===== src/rtl/ber_test_sequencer_if.sv =====
// Host/datapath bundle for the BER test sequencer: control, bit stream and status.
interface ber_test_sequencer_if #(
  parameter int CNT_W = 32,
  parameter int ERR_W = 16
);
  logic             start;
  logic             abort;
  logic [CNT_W-1:0] test_length;
  logic             bit_valid;
  logic             bit_err;
  logic             toggle_flag;
  logic             busy;
  logic             done;
  logic             result_valid;
  logic             pass;
  logic             sync_fault;
  logic             stuck_fault;
  logic [CNT_W-1:0] bit_count;
  logic [ERR_W-1:0] error_count;
  logic [2:0]       state;

  modport master (
    output start, abort, test_length, bit_valid, bit_err, toggle_flag,
    input  busy, done, result_valid, pass, sync_fault, stuck_fault,
           bit_count, error_count, state
  );

  modport slave (
    input  start, abort, test_length, bit_valid, bit_err, toggle_flag,
    output busy, done, result_valid, pass, sync_fault, stuck_fault,
           bit_count, error_count, state
  );
endinterface


===== src/rtl/ber_test_sequencer.sv =====
// BER run control: SYNC on toggles, count bits/errors over a window, report pass; BER_STUCK_WATCHDOG_EN adds a stuck-link watchdog.
// Latency: every output is registered, reacting one clock after the causing input.
// Backpressure: none; bit_valid is consumed every cycle it is high, start is dropped while busy.
module ber_test_sequencer #(
  parameter int CNT_W        = 32,
  parameter int ERR_W        = 16,
  parameter int SYNC_TOGGLES = 8,
  parameter int SYNC_TIMEOUT = 1024,
  parameter int STUCK_LIMIT  = 256,
  parameter int TOL_ERR      = 0
) (
  input logic                  clk,
  input logic                  reset,
  ber_test_sequencer_if.slave  bus
);

  localparam int TMR_W = $clog2(SYNC_TIMEOUT + 1);
  localparam int TOG_W = $clog2(SYNC_TOGGLES + 1);
  localparam logic [TMR_W-1:0] SYNC_LAST = TMR_W'(SYNC_TIMEOUT - 1);
  localparam logic [TOG_W-1:0] TOG_LAST  = TOG_W'(SYNC_TOGGLES - 1);
  localparam logic [ERR_W-1:0] ERR_MAX   = '1;
  localparam logic [ERR_W-1:0] ERR_TOL   = ERR_W'(TOL_ERR);

  typedef enum logic [2:0] {
    S_IDLE  = 3'd0,
    S_SYNC  = 3'd1,
    S_RUN   = 3'd2,
    S_DONE  = 3'd3,
    S_FAULT = 3'd4
  } state_t;

  state_t           state_q, state_nxt;
  logic [CNT_W-1:0] len_q, len_nxt;
  logic [CNT_W-1:0] bc_q, bc_nxt, bc_inc;
  logic [ERR_W-1:0] ec_q, ec_nxt, ec_inc;
  logic [TMR_W-1:0] tmr_q, tmr_nxt;
  logic [TOG_W-1:0] tog_q, tog_nxt;
  logic             busy_q, done_q, done_nxt;
  logic             rv_q, rv_nxt, pass_q, pass_nxt;
  logic             sfault_q, sfault_nxt;

`ifdef BER_STUCK_WATCHDOG_EN
  localparam int STK_W = $clog2(STUCK_LIMIT + 1);
  localparam logic [STK_W-1:0] STUCK_LAST = STK_W'(STUCK_LIMIT - 1);
  logic [STK_W-1:0] stk_q, stk_nxt;
  logic             kfault_q, kfault_nxt;
`endif

  always_comb begin
    state_nxt  = state_q;
    len_nxt    = len_q;
    bc_nxt     = bc_q;
    ec_nxt     = ec_q;
    tmr_nxt    = tmr_q;
    tog_nxt    = tog_q;
    done_nxt   = 1'b0;
    rv_nxt     = rv_q;
    pass_nxt   = pass_q;
    sfault_nxt = sfault_q;
    bc_inc     = bc_q + CNT_W'(1);
    ec_inc     = (ec_q == ERR_MAX) ? ec_q : ec_q + ERR_W'(1);
`ifdef BER_STUCK_WATCHDOG_EN
    stk_nxt    = stk_q;
    kfault_nxt = kfault_q;
`endif

    // abort outranks start, completion and faults alike; counters are left as they are
    if (bus.abort) begin
      state_nxt  = S_IDLE;
      rv_nxt     = 1'b0;
      pass_nxt   = 1'b0;
      sfault_nxt = 1'b0;
`ifdef BER_STUCK_WATCHDOG_EN
      kfault_nxt = 1'b0;
`endif
    end else begin
      unique case (state_q)
        S_IDLE, S_FAULT: begin
          if (bus.start) begin
            len_nxt    = bus.test_length;
            bc_nxt     = '0;
            ec_nxt     = '0;
            tmr_nxt    = '0;
            tog_nxt    = '0;
            rv_nxt     = 1'b0;
            pass_nxt   = 1'b0;
            sfault_nxt = 1'b0;
`ifdef BER_STUCK_WATCHDOG_EN
            stk_nxt    = '0;
            kfault_nxt = 1'b0;
`endif
            if (bus.test_length == '0) begin
              state_nxt = S_DONE;
              done_nxt  = 1'b1;
              rv_nxt    = 1'b1;
              pass_nxt  = 1'b1;
            end else begin
              state_nxt = S_SYNC;
            end
          end
        end
        S_SYNC: begin
          tmr_nxt = tmr_q + TMR_W'(1);
          if (bus.toggle_flag)
            tog_nxt = tog_q + TOG_W'(1);
          if (bus.toggle_flag && tog_q == TOG_LAST) begin
            state_nxt = S_RUN;
          end else if (tmr_q == SYNC_LAST) begin
            state_nxt  = S_FAULT;
            sfault_nxt = 1'b1;
          end
        end
        S_RUN: begin
`ifdef BER_STUCK_WATCHDOG_EN
          stk_nxt = bus.toggle_flag ? '0 : stk_q + STK_W'(1);
`endif
          if (bus.bit_valid) begin
            bc_nxt = bc_inc;
            if (bus.bit_err)
              ec_nxt = ec_inc;
          end
          if (bus.bit_valid && bc_inc == len_q) begin
            state_nxt = S_DONE;
            done_nxt  = 1'b1;
            rv_nxt    = 1'b1;
            pass_nxt  = (ec_nxt <= ERR_TOL);
          end
`ifdef BER_STUCK_WATCHDOG_EN
          else if (!bus.toggle_flag && stk_q == STUCK_LAST) begin
            state_nxt  = S_FAULT;
            kfault_nxt = 1'b1;
          end
`endif
        end
        S_DONE:  state_nxt = S_IDLE;
        default: state_nxt = S_IDLE;
      endcase
    end
  end

  always_ff @(posedge clk or posedge reset) begin
    if (reset) begin
      state_q  <= S_IDLE;
      len_q    <= '0;
      bc_q     <= '0;
      ec_q     <= '0;
      tmr_q    <= '0;
      tog_q    <= '0;
      busy_q   <= 1'b0;
      done_q   <= 1'b0;
      rv_q     <= 1'b0;
      pass_q   <= 1'b0;
      sfault_q <= 1'b0;
    end else begin
      state_q  <= state_nxt;
      len_q    <= len_nxt;
      bc_q     <= bc_nxt;
      ec_q     <= ec_nxt;
      tmr_q    <= tmr_nxt;
      tog_q    <= tog_nxt;
      busy_q   <= (state_nxt == S_SYNC) || (state_nxt == S_RUN);
      done_q   <= done_nxt;
      rv_q     <= rv_nxt;
      pass_q   <= pass_nxt;
      sfault_q <= sfault_nxt;
    end
  end

`ifdef BER_STUCK_WATCHDOG_EN
  always_ff @(posedge clk or posedge reset) begin
    if (reset) begin
      stk_q    <= '0;
      kfault_q <= 1'b0;
    end else begin
      stk_q    <= stk_nxt;
      kfault_q <= kfault_nxt;
    end
  end
  assign bus.stuck_fault = kfault_q;
`else
  assign bus.stuck_fault = 1'b0;
`endif

  assign bus.state        = state_q;
  assign bus.busy         = busy_q;
  assign bus.done         = done_q;
  assign bus.result_valid = rv_q;
  assign bus.pass         = pass_q;
  assign bus.sync_fault   = sfault_q;
  assign bus.bit_count    = bc_q;
  assign bus.error_count  = ec_q;

endmodule


===== src/flat_wrapper.sv =====
// flat-port wrapper written by rule: the top's interface ports become plain ports
module ber_test_sequencer_flat 
#(
  parameter int CNT_W        = 32,
  parameter int ERR_W        = 16,
  parameter int SYNC_TOGGLES = 8,
  parameter int SYNC_TIMEOUT = 1024,
  parameter int STUCK_LIMIT  = 256,
  parameter int TOL_ERR      = 0
)
  (clk, reset, bus_start, bus_abort, bus_test_length, bus_bit_valid, bus_bit_err, bus_toggle_flag, bus_busy, bus_done, bus_result_valid, bus_pass, bus_sync_fault, bus_stuck_fault, bus_bit_count, bus_error_count, bus_state);
  ber_test_sequencer_if #(.CNT_W(CNT_W), .ERR_W(ERR_W)) bus_i ();
  input logic clk;
  input logic reset;
  input wire logic [$bits(bus_i.start)-1:0] bus_start;
  input wire logic [$bits(bus_i.abort)-1:0] bus_abort;
  input wire logic [$bits(bus_i.test_length)-1:0] bus_test_length;
  input wire logic [$bits(bus_i.bit_valid)-1:0] bus_bit_valid;
  input wire logic [$bits(bus_i.bit_err)-1:0] bus_bit_err;
  input wire logic [$bits(bus_i.toggle_flag)-1:0] bus_toggle_flag;
  output wire logic [$bits(bus_i.busy)-1:0] bus_busy;
  output wire logic [$bits(bus_i.done)-1:0] bus_done;
  output wire logic [$bits(bus_i.result_valid)-1:0] bus_result_valid;
  output wire logic [$bits(bus_i.pass)-1:0] bus_pass;
  output wire logic [$bits(bus_i.sync_fault)-1:0] bus_sync_fault;
  output wire logic [$bits(bus_i.stuck_fault)-1:0] bus_stuck_fault;
  output wire logic [$bits(bus_i.bit_count)-1:0] bus_bit_count;
  output wire logic [$bits(bus_i.error_count)-1:0] bus_error_count;
  output wire logic [$bits(bus_i.state)-1:0] bus_state;
  assign bus_i.start = bus_start;
  assign bus_i.abort = bus_abort;
  assign bus_i.test_length = bus_test_length;
  assign bus_i.bit_valid = bus_bit_valid;
  assign bus_i.bit_err = bus_bit_err;
  assign bus_i.toggle_flag = bus_toggle_flag;
  assign bus_busy = bus_i.busy;
  assign bus_done = bus_i.done;
  assign bus_result_valid = bus_i.result_valid;
  assign bus_pass = bus_i.pass;
  assign bus_sync_fault = bus_i.sync_fault;
  assign bus_stuck_fault = bus_i.stuck_fault;
  assign bus_bit_count = bus_i.bit_count;
  assign bus_error_count = bus_i.error_count;
  assign bus_state = bus_i.state;
  ber_test_sequencer #(.CNT_W(CNT_W), .ERR_W(ERR_W), .SYNC_TOGGLES(SYNC_TOGGLES), .SYNC_TIMEOUT(SYNC_TIMEOUT), .STUCK_LIMIT(STUCK_LIMIT), .TOL_ERR(TOL_ERR)) u_core (.clk(clk), .reset(reset), .bus(bus_i));
endmodule

===== config.mk =====
export PLATFORM = sky130hd
export DESIGN_NAME = ber_test_sequencer_flat
export DESIGN_NICKNAME = d
export VERILOG_FILES = /design/src/rtl/ber_test_sequencer_if.sv /design/src/rtl/ber_test_sequencer.sv /design/src/flat_wrapper.sv
export SDC_FILE = /design/constraint.sdc
export NUM_CORES = 1
export LEC_CHECK = 0
export BUFFER_PORTS_ARGS = -buffer_cell sky130_fd_sc_hd__buf_2
export CORE_MARGIN = 1
export CORE_UTILIZATION = 40
export DETAILED_ROUTE_END_ITERATION = 8
export PLACE_DENSITY = 0.67
export SLEW_MARGIN = 20
export SYNTH_ARGS = -nofsm -noshare
export SYNTH_HDL_FRONTEND = slang
export SYNTH_SLANG_ARGS = --single-unit

===== constraint.sdc =====
create_clock -name clk -period 2.9 [get_ports clk]
set_input_delay 0 -clock clk [delete_from_list [all_inputs] [get_ports clk]]
set_output_delay 0 -clock clk [all_outputs]
set_load 0.005 [all_outputs]

==> impl_metrics.tcl, run 1 <==
set metrics [dict create \
    internal_power_mw 2.44 \
    yosysWarnings 0 \
    cts.path.max_buffers 2 \
    crit_family "simple AND/OR/NAND/NOR gates" \
    start_kind "register" \
    skew_ns 0.0136 \
    synth_seq_cells 103 \
    cts_inserted_buffers 9 \
    vias 6043 \
    vias_per_cell 5.59 \
    swShare_pct 26.2 \
    die_h_um 127 \
    p_clk_share_pct 35.6 \
    cts_setup_buffers 0 \
    max_freq_mhz 361 \
    drive_above_1_share_pct 27.1 \
    finalCriticalPeriod_ns 2.77 \
    drc 0 \
    r2r_slack_ns 0.13 \
    grt_pass1_vias 5669 \
    worstSetupPathType "reg -> reg" \
    syn_area_per_cell_um2 8.94 \
    max_cap_viol_count 0 \
    yosys.cell_types.count 67 \
    h-tree-depth 3 \
    drv_slew 0 \
    cp_max_fo 5 \
    avgRoutedWirePerCell_um 16.4 \
    seqPwrFrac_pct 49.6 \
    p_comb_share_pct 14.7 \
    first_iter_violations 413 \
    clk_latency_ns 0.36 \
    dpl-instance-area_um2 7340 \
    critPathBufInv 1 \
    cts.clk_slew.worst_paths_ns 0.07 \
    io_pins 96 \
    cts_root_buf "clkbuf_16" \
    relSlewSlack_pct 45.9 \
    mostFrequentLayoutCells "dfrtp_1 (102), buf_2 (94), o21ai_0 (73), buf_4 (68), nand2_1 (61)" \
    hp-class "in -> reg" \
    final_common_cell "dfrtp_1" \
    final_cell_area_um2 8040 \
    setup.worst_path.end_class "register" \
    critical_path.slowest_cell "a2111oi_1" \
    crit_arrival_ns 3.02 \
    antenna_found_initial 0 \
    crit_chain "ha_1 > and3_1 > nand3_1 > buf_4 > nor2_1 > o21ai_0 > a2111oi_1 > and3_1 > and4_1 > nor2_1 > mux2_4" \
    hpwlAfterDp_um 12700 \
    synthArstFlopShare_pct 100 \
    fin_crit_sh_pct 95.6 \
    synth-xor-area-share_pct 7.10 \
    syn-num-nets 743 \
    max_stage_delay_ns 0.47 \
    finalNetCount 909 \
    fin_setup_tns_ns 0 \
    core-area_um2 15300 \
    outcome "complete, no violations" \
    setup_viol 0 \
    finalWeightedCongestion 0.894 \
    hold_viol 0 \
    reg2regPathDepth 11 \
    p_leak_nw 3.56 \
    power_density_nw_per_um2 411 \
    totalWireLength_um 17800 \
    areaGrowthSynthToFinish_pct 28.5 \
    synth_compound_area_share_pct 18.5 \
    syn_area_um2 6250 \
    rows 45 \
    dieArea_um2 16100 \
    cts_tree "done" \
    die-width_um 127 \
    holdPathStages 2 \
    vdd_drop_max_uv 331 \
    synth_top_family_by_area "simple AND/OR/NAND/NOR gates" \
    n_antenna_cell 0 \
    switchingPower_uw 865 \
    rsz0062_at_grt "no" \
    cp.depth 11 \
    initial_core_util_pct 41.0 \
    ant_nets 0 \
    synthAdderAreaFrac_pct 0.800 \
    synth-simple-area-share_pct 22.9 \
    grt_pass1_wl_um 28900 \
    cts.sinks 103 \
    worst_slew_pin_slew_ns 0.812 \
    synth-edff-count 0 \
    synthMuxAreaShare_pct 5.98 \
    synthCells 700 \
    dr.pass1.iters 5 \
    track_usage_pct 22.8 \
    grt_max_degree 66 \
    port-buffer-count 94 \
    required_ns 3.15 \
    synth_seq_area_share_pct 41.2 \
    overflow 0 \
    yosys_most_used_dff "dfrtp_1" \
]
[kinds of logic after synthesis]
family,Yosys count
xor gates and xnor gates,49
AOI/OAI and AO/OA,185
adders and majority gates,4
muxes,33
and+or+nand+nor,271
other,1
DFF,103
buffers and inverters,54
[power by group through the flow]
stage	logic [mW]	clock network (mW)	registers (mW)
floorplan	0.322	0	1.63
global placement	0.438	0	1.66
CTS	0.482	1.20	1.64
finish	0.487	1.18	1.64
detailed placement	0.444	0	1.67
global route	0.539	1.26	1.66
[final cells by class]
cell class / instances / area, um^2
clock inverter: 2 / 13.8
timing repair buffer: 197 / 1330
fill: 1417 / 7220
sequential: 103 / 2580
inverter: 12 / 47.5
clock buffer: 13 / 270
multi-input combinational: 543 / 3530
tap: 211 / 264
[repair_timing]
action | CTS | global route
hold buffers | 35 | 0
setup endpoints to repair | 1 | 4
cloned | 0 | 0
endpoints found under the hold margin | 99 | 0
gates resized for setup | 1 | 15
[cells in the mapped netlist (5+ instances only)]
| cell type | instances | share of area, % |
|---|---|---|
| and4_1 | 6 | 0.84 |
| buf_2 | 7 | 0.56 |
| nand3_1 | 29 | 2.3 |
| or3_1 | 6 | 0.60 |
| nand2b_1 | 5 | 0.50 |
| clkbuf_1 | 32 | 1.9 |
| mux2_2 | 31 | 5.6 |
| dfrtp_1 | 103 | 41 |
| nor4_1 | 15 | 1.5 |
| and2_1 | 8 | 0.80 |
| and3_1 | 17 | 1.7 |
| a21oi_1 | 31 | 2.5 |
| inv_1 | 12 | 0.72 |
| nand3b_1 | 6 | 0.72 |
| xor2_1 | 21 | 2.9 |
| xnor2_1 | 27 | 3.8 |
| o21ai_0 | 74 | 5.9 |
| o31ai_1 | 14 | 1.7 |
| nand4_1 | 21 | 2.1 |
| nand2_1 | 61 | 3.7 |
| nor3_1 | 16 | 1.3 |
| a31oi_1 | 13 | 1.3 |
| a21o_1 | 5 | 0.60 |
| nor2_1 | 60 | 3.6 |
[routing by layer]
layer / vias up / GRT usage [%] / routed length (um)
met5: - / 0 / 0
met4: 0 / 9.10 / 464
met3: 35 / 3.89 / 1110
met2: 205 / 36.0 / 8150
met1: 2881 / 31.1 / 8030
li1: 2922 / - / -
[state kept, by name (all words and copies together), names as in the netlist]
| register | count |
|---|---|
| u_core.bus.busy | 1 |
| u_core.bus.bit_count | 32 |
| u_core.bus.error_count | 16 |
| u_core.bus.result_valid | 1 |
| u_core.bus.state | 3 |
| u_core.tmr_q | 11 |
| u_core.tog_q | 4 |
| u_core.bus.sync_fault | 1 |
| u_core.len_q | 32 |
| u_core.bus.done | 1 |
| u_core.bus.pass | 1 |
[path summary, 6_finish.rpt]
path,startpoint,endpoint
min reg2reg,u_core.tog_q[3]$_DFFE_PP0P_,u_core.tog_q[3]$_DFFE_PP0P_
min,bus_abort,u_core.bus.state[2]$_DFF_PP0_
max in group asynchronous,reset,u_core.len_q[31]$_DFFE_PP0P_
max,u_core.bus.bit_count[0]$_DFFE_PP0P_,u_core.bus.busy$_DFF_PP0_
min in group asynchronous,reset,u_core.bus.error_count[15]$_DFFE_PP0P_
max reg2reg,u_core.bus.bit_count[0]$_DFFE_PP0P_,u_core.bus.busy$_DFF_PP0_
[per-stage QoR]
stage                     setup WS (ns)  utilization, %  std cells  power (mW)  hold slack (ns)
after floorplan                  0.0624               -        700        1.95            0.117
after global placement           0.0655            48.1       1031        2.10            0.215
after detailed placement        0.00766            48.1       1031        2.11            0.219
after CTS                        0.0370            52.3       1081        3.32           0.0290
after global routing            0.00736            52.7       1081        3.45           0.0734
final                             0.127            52.7       1081        3.31           0.0461
Note: power is estimated with default switching activity, not from simulation.
==> run 2: changes to the inputs <==
--- a/config.mk
+++ b/config.mk
@@ -5,7 +5,7 @@
 export SDC_FILE = /design/constraint.sdc
 export NUM_CORES = 1
 export LEC_CHECK = 0
-export BUFFER_PORTS_ARGS = -buffer_cell sky130_fd_sc_hd__buf_2
+export BUFFER_PORTS_ARGS = -buffer_cell sky130_fd_sc_hd__buf_4
 export CORE_MARGIN = 1
 export CORE_UTILIZATION = 40
 export DETAILED_ROUTE_END_ITERATION = 8
==> impl_metrics.tcl, run 2 (synthesis gave the netlist of run 1 again) <==
set metrics [dict create \
    vias_per_cell 5.60 \
    seqPwrFrac_pct 50.1 \
    internal_power_mw 2.40 \
    areaGrowthSynthToFinish_pct 32.2 \
    required_ns 3.15 \
    vias 6043 \
    switchingPower_uw 877 \
    cts.clk_slew.worst_paths_ns 0.07 \
    h-tree-depth 3 \
    grt_pass1_wl_um 29900 \
    crit_arrival_ns 3.08 \
    finalWeightedCongestion 0.885 \
    drive_above_1_share_pct 26.8 \
    die-width_um 127 \
    finalCriticalPeriod_ns 2.84 \
    drv_slew 0 \
    hpwlAfterDp_um 13100 \
    p_leak_nw 3.58 \
    nFillCells 1380 \
    cts.sinks 103 \
    max_cap_viol_count 0 \
    track_usage_pct 23.8 \
    setup.worst_path.end_class "register" \
    skew_ns 0.00743 \
    p_clk_share_pct 34.1 \
    overflow 0 \
    cp_max_fo 5 \
    dieArea_um2 16100 \
    seq_area_um2 2580 \
    finalNetCount 911 \
    first_iter_violations 610 \
    start_kind "register" \
    fin_setup_tns_ns 0 \
    dr.pass1.iters 5 \
    port-buffer-count 94 \
    mostFrequentLayoutCells "buf_4 (162), dfrtp_1 (103), o21ai_0 (73), nand2_1 (61), nor2_1 (58)" \
    outcome "complete, no violations" \
    final_common_cell "buf_4" \
    worst_slew_pin_slew_ns 0.765 \
    power_density_nw_per_um2 396 \
    cts.path.max_buffers 2 \
    relSlewSlack_pct 49.0 \
    total_power_mw 3.28 \
    antenna_found_initial 0 \
    multi_input_area_um2 3530 \
    routed.top_layer "met4" \
    hold_viol 0 \
    wl_met3_um 1100 \
    ant_nets 0 \
    cts_root_buf "clkbuf_16" \
    grt_max_degree 85 \
    cts_inserted_buffers 9 \
    swShare_pct 26.8 \
    cts_tree "done" \
    worstSetupPathType "reg -> reg" \
    fin_crit_sh_pct 97.9 \
    drc 0 \
    setup_viol 0 \
    initial_core_util_pct 41.0 \
    hp-class "in -> reg" \
    wl_met1_um 8220 \
    totalWireLength_um 18400 \
    place_ws_ns -0.0138 \
    rows 45 \
    vdd_drop_max_uv 274 \
    grt_pass1_vias 5767 \
    max_freq_mhz 352 \
    clk_latency_ns 0.36 \
    die_h_um 127 \
    wl_met2_um 8530 \
    io_pins 96 \
    final_cells 1080 \
    place_inst 1032 \
    setup_slack_ns 0.0620 \
    p_comb_share_pct 15.7 \
    core-area_um2 15300 \
    n_antenna_cell 0 \
    avgRoutedWirePerCell_um 17.0 \
    cts_setup_buffers 0 \
]
run 2: final cells by class:
cell class | instances | share of cell area (%)
clock buffer | 11 | 2.94
clock inverter | 1 | 0.106
inverter | 12 | 0.605
multi-input combinational | 543 | 42.7
sequential | 103 | 31.2
tap | 211 | 3.19
timing repair buffer | 199 | 19.3
run 2: routing by layer:
metal / GRT usage, % / vias up
li1: - / 2903
met1: 32.2 / 2904
met5: 0 / -
met3: 4.31 / 36
met4: 10.3 / 0
met2: 37.5 / 200
run 2: per-stage QoR:
stage | hold slack [ns] | utilization (%) | area, um^2
after floorplan | 0.117 | - | 6250
after global routing | 0.336 | 54.2 | 8270
after global placement | 0.226 | 49.8 | 7590
after CTS | 0.258 | 53.8 | 8210
after detailed placement | 0.227 | 49.8 | 7590
final | 0.279 | 54.2 | 8270
run 2: path summary, 6_finish.rpt:
kind	start	end	slack (ns)	cells after the start
max	u_core.bus.bit_count[13]$_DFFE_PP0P_	u_core.bus.busy$_DFF_PP0_	0.06	9
max reg2reg	u_core.bus.bit_count[13]$_DFFE_PP0P_	u_core.bus.busy$_DFF_PP0_	0.06	9
min reg2reg	u_core.tog_q[3]$_DFFE_PP0P_	u_core.tog_q[3]$_DFFE_PP0P_	0.49	1
min	bus_start	u_core.bus.sync_fault$_DFFE_PP0P_	0.28	4
max in group asynchronous	reset	u_core.bus.bit_count[6]$_DFFE_PP0P_	1.86	4
min in group asynchronous	reset	u_core.bus.error_count[15]$_DFFE_PP0P_	0.35	3
run 2: power by group through the flow:
stage          combinational [mW]  clock [mW]  sequential [mW]
2_1_floorplan               0.322           0             1.63
3_3_place_gp                0.460           0             1.66
3_5_place_dp                0.467           0             1.67
4_1_cts                     0.510        1.14             1.64
5_1_grt                     0.565        1.19             1.65
6_report                    0.515        1.12             1.64
run 2: timing repair:
item	in CTS	in global routing
endpoints found under the hold margin	119	0
resized for setup	1	13
gates cloned	0	0
endpoints found under the setup margin	1	2
hold buffers	36	0
run 2: critical path: stages (launching register included):
cell	delay, ns
dfrtp_1	0.44
nand4_4	0.15
nor4_4	0.40
and3_4	0.29
nand3_2	0.09
or3b_1	0.40
a221oi_2	0.31
and4_1	0.27
nor2_1	0.08
mux2_4	0.30
==> run 3: changes to the inputs <==
--- a/config.mk
+++ b/config.mk
@@ -9,7 +9,7 @@
 export CORE_MARGIN = 1
 export CORE_UTILIZATION = 40
 export DETAILED_ROUTE_END_ITERATION = 8
-export PLACE_DENSITY = 0.67
+export PLACE_DENSITY = 0.65
 export SLEW_MARGIN = 20
 export SYNTH_ARGS = -nofsm -noshare
 export SYNTH_HDL_FRONTEND = slang
==> constraint.sdc (replaced) <==
create_clock -name clk -period 3.2 [get_ports clk]
set_input_delay 0 -clock clk [delete_from_list [all_inputs] [get_ports clk]]
set_output_delay 0 -clock clk [all_outputs]
set_load 0.005 [all_outputs]
==> impl_metrics.tcl, run 3 (synthesis gave the netlist of run 1 again) <==
set metrics [dict create \
    outcome "complete, no violations" \
    die_h_um 127 \
    drv_slew 0 \
    core-area_um2 15300 \
    required_ns 3.45 \
    drive_above_1_share_pct 23.5 \
    totalWireLength_um 18600 \
    fin_setup_tns_ns 0 \
    setup_slack_ns 0.193 \
    hold_viol 0 \
    p_leak_nw 3.44 \
    final_cell_area_um2 8030 \
    total_power_mw 3.15 \
    finalWeightedCongestion 0.916 \
    cts.sinks 103 \
    finalNetCount 877 \
    mostFrequentLayoutCells "buf_4 (129), dfrtp_1 (102), o21ai_0 (73), nand2_1 (61), nor2_1 (58)" \
    crit_arrival_ns 3.26 \
    dieArea_um2 16100 \
    worstSetupPathType "reg -> reg" \
    nFillCells 1390 \
    power_density_nw_per_um2 392 \
    port-buffer-count 94 \
    cts.path.max_buffers 2 \
    cts_inserted_buffers 9 \
    setup_viol 0 \
    vias_per_cell 5.70 \
    grt_pass1_vias 5711 \
    io_pins 96 \
    setup.worst_path.end_class "register" \
    vdd_drop_max_uv 265 \
    place_ws_ns 0.0978 \
    rsz0062_at_grt "no" \
    avgRoutedWirePerCell_um 17.7 \
    cts_tree "done" \
    hpwlAfterDp_um 13200 \
    overflow 0 \
    fin_crit_sh_pct 94.0 \
    max_freq_mhz 333 \
    antenna_found_initial 0 \
    rows 45 \
    final_common_cell "buf_4" \
    start_kind "register" \
    dpl-instance-area_um2 7330 \
    track_usage_pct 24.2 \
    cts.clk_slew.worst_paths_ns 0.07 \
    relSlewSlack_pct 44.6 \
    skew_ns 0.00949 \
    grt_max_degree 84 \
    ant_nets 0 \
    grt_pass1_wl_um 30500 \
    cp_max_fo 10 \
    clk_latency_ns 0.36 \
    first_iter_violations 438 \
    areaGrowthSynthToFinish_pct 28.3 \
    initial_core_util_pct 41.0 \
    n_antenna_cell 0 \
    die-width_um 127 \
    h-tree-depth 3 \
    seq_area_um2 2580 \
    finalCriticalPeriod_ns 3.01 \
    max_cap_viol_count 0 \
    hp-class "in -> reg" \
    multi_input_area_um2 3490 \
    vias 5983 \
    worst_slew_pin_slew_ns 0.830 \
    cts_root_buf "clkbuf_16" \
    drc 0 \
    dr.pass1.iters 5 \
]
## run 3: changes by cell type in the layout (fill, tap and decap cells not counted), moves of 2 or more
cell	delta
buf_4	-33
bufinv_16	+2
clkinv_2	+3
nor3_1	+2
nor3_2	-2
nor4_1	+3
nor4_2	-3
## run 3: final timing paths
check | start | endpoint | slack, ns | depth (start not counted)
worst min-delay path | bus_bit_err | u_core.bus.error_count[10]$_DFFE_PP0P_ | 0.18 | 5
worst min register to register | u_core.bus.result_valid$_DFFE_PP0P_ | u_core.bus.result_valid$_DFFE_PP0P_ | 0.52 | 2
worst max-delay path | u_core.bus.bit_count[2]$_DFFE_PP0P_ | u_core.bus.busy$_DFF_PP0_ | 0.19 | 9
min in group asynchronous | reset | u_core.len_q[28]$_DFFE_PP0P_ | 0.33 | 3
max in group asynchronous | reset | u_core.bus.state[1]$_DFF_PP0_ | 2.04 | 4
worst max register to register | u_core.bus.bit_count[2]$_DFFE_PP0P_ | u_core.bus.busy$_DFF_PP0_ | 0.19 | 9
## run 3: critical path: stages (launching register included)
cell and delay (ns):
dfrtp_1 0.49, nand2_1 0.17, nor4_1 0.39, and3_1 0.36, nand3_2 0.12, or3b_1 0.39
a221oi_2 0.32, and4_1 0.28, nor2_1 0.08, mux2_4 0.29
## run 3: repair_timing
| action | CTS | global route |
|---|---|---|
| gates resized for setup | 0 | 7 |
| buffers inserted | 0 | 0 |
| endpoints found under the setup margin | 0 | 4 |
| hold buffers | 36 | 0 |
| endpoints found under the hold margin | 119 | 0 |
## run 3: area by class of cell
cell class                 count  share of cell area (%)
multi-input combinational    543                    43.5
sequential                   103                    32.1
timing repair buffer         165                    16.6
tap                          211                    3.29
clock buffer                  10                    2.85
clock inverter                 6                    1.04
inverter                      12                   0.624
## run 3: metal layers
layer | GRT usage (%) | part of all wire (%) | up-vias
li1 | - | - | 2852
met1 | 33.6 | 45 | 2892
met2 | 38.1 | 47 | 210
met5 | 0 | 0 | -
met4 | 7.84 | 2.1 | 0
met3 | 4.61 | 5.9 | 29
## run 3: per-stage QoR
stage / cells / util [%] / hold WS (ns)
CTS: 1050 / 52.4 / 0.168
finish: 1050 / 52.6 / 0.180
global placement: 998 / 48.0 / 0.227
detailed placement: 998 / 48.0 / 0.225
global route: 1050 / 52.6 / 0.198
floorplan: 700 / - / 0.117
## run 3: power by group
part	switching (mW)	internal, mW
combinational	0.219	0.238
clock	0.512	0.685
sequential	0.0979	1.40
total	0.829	2.32
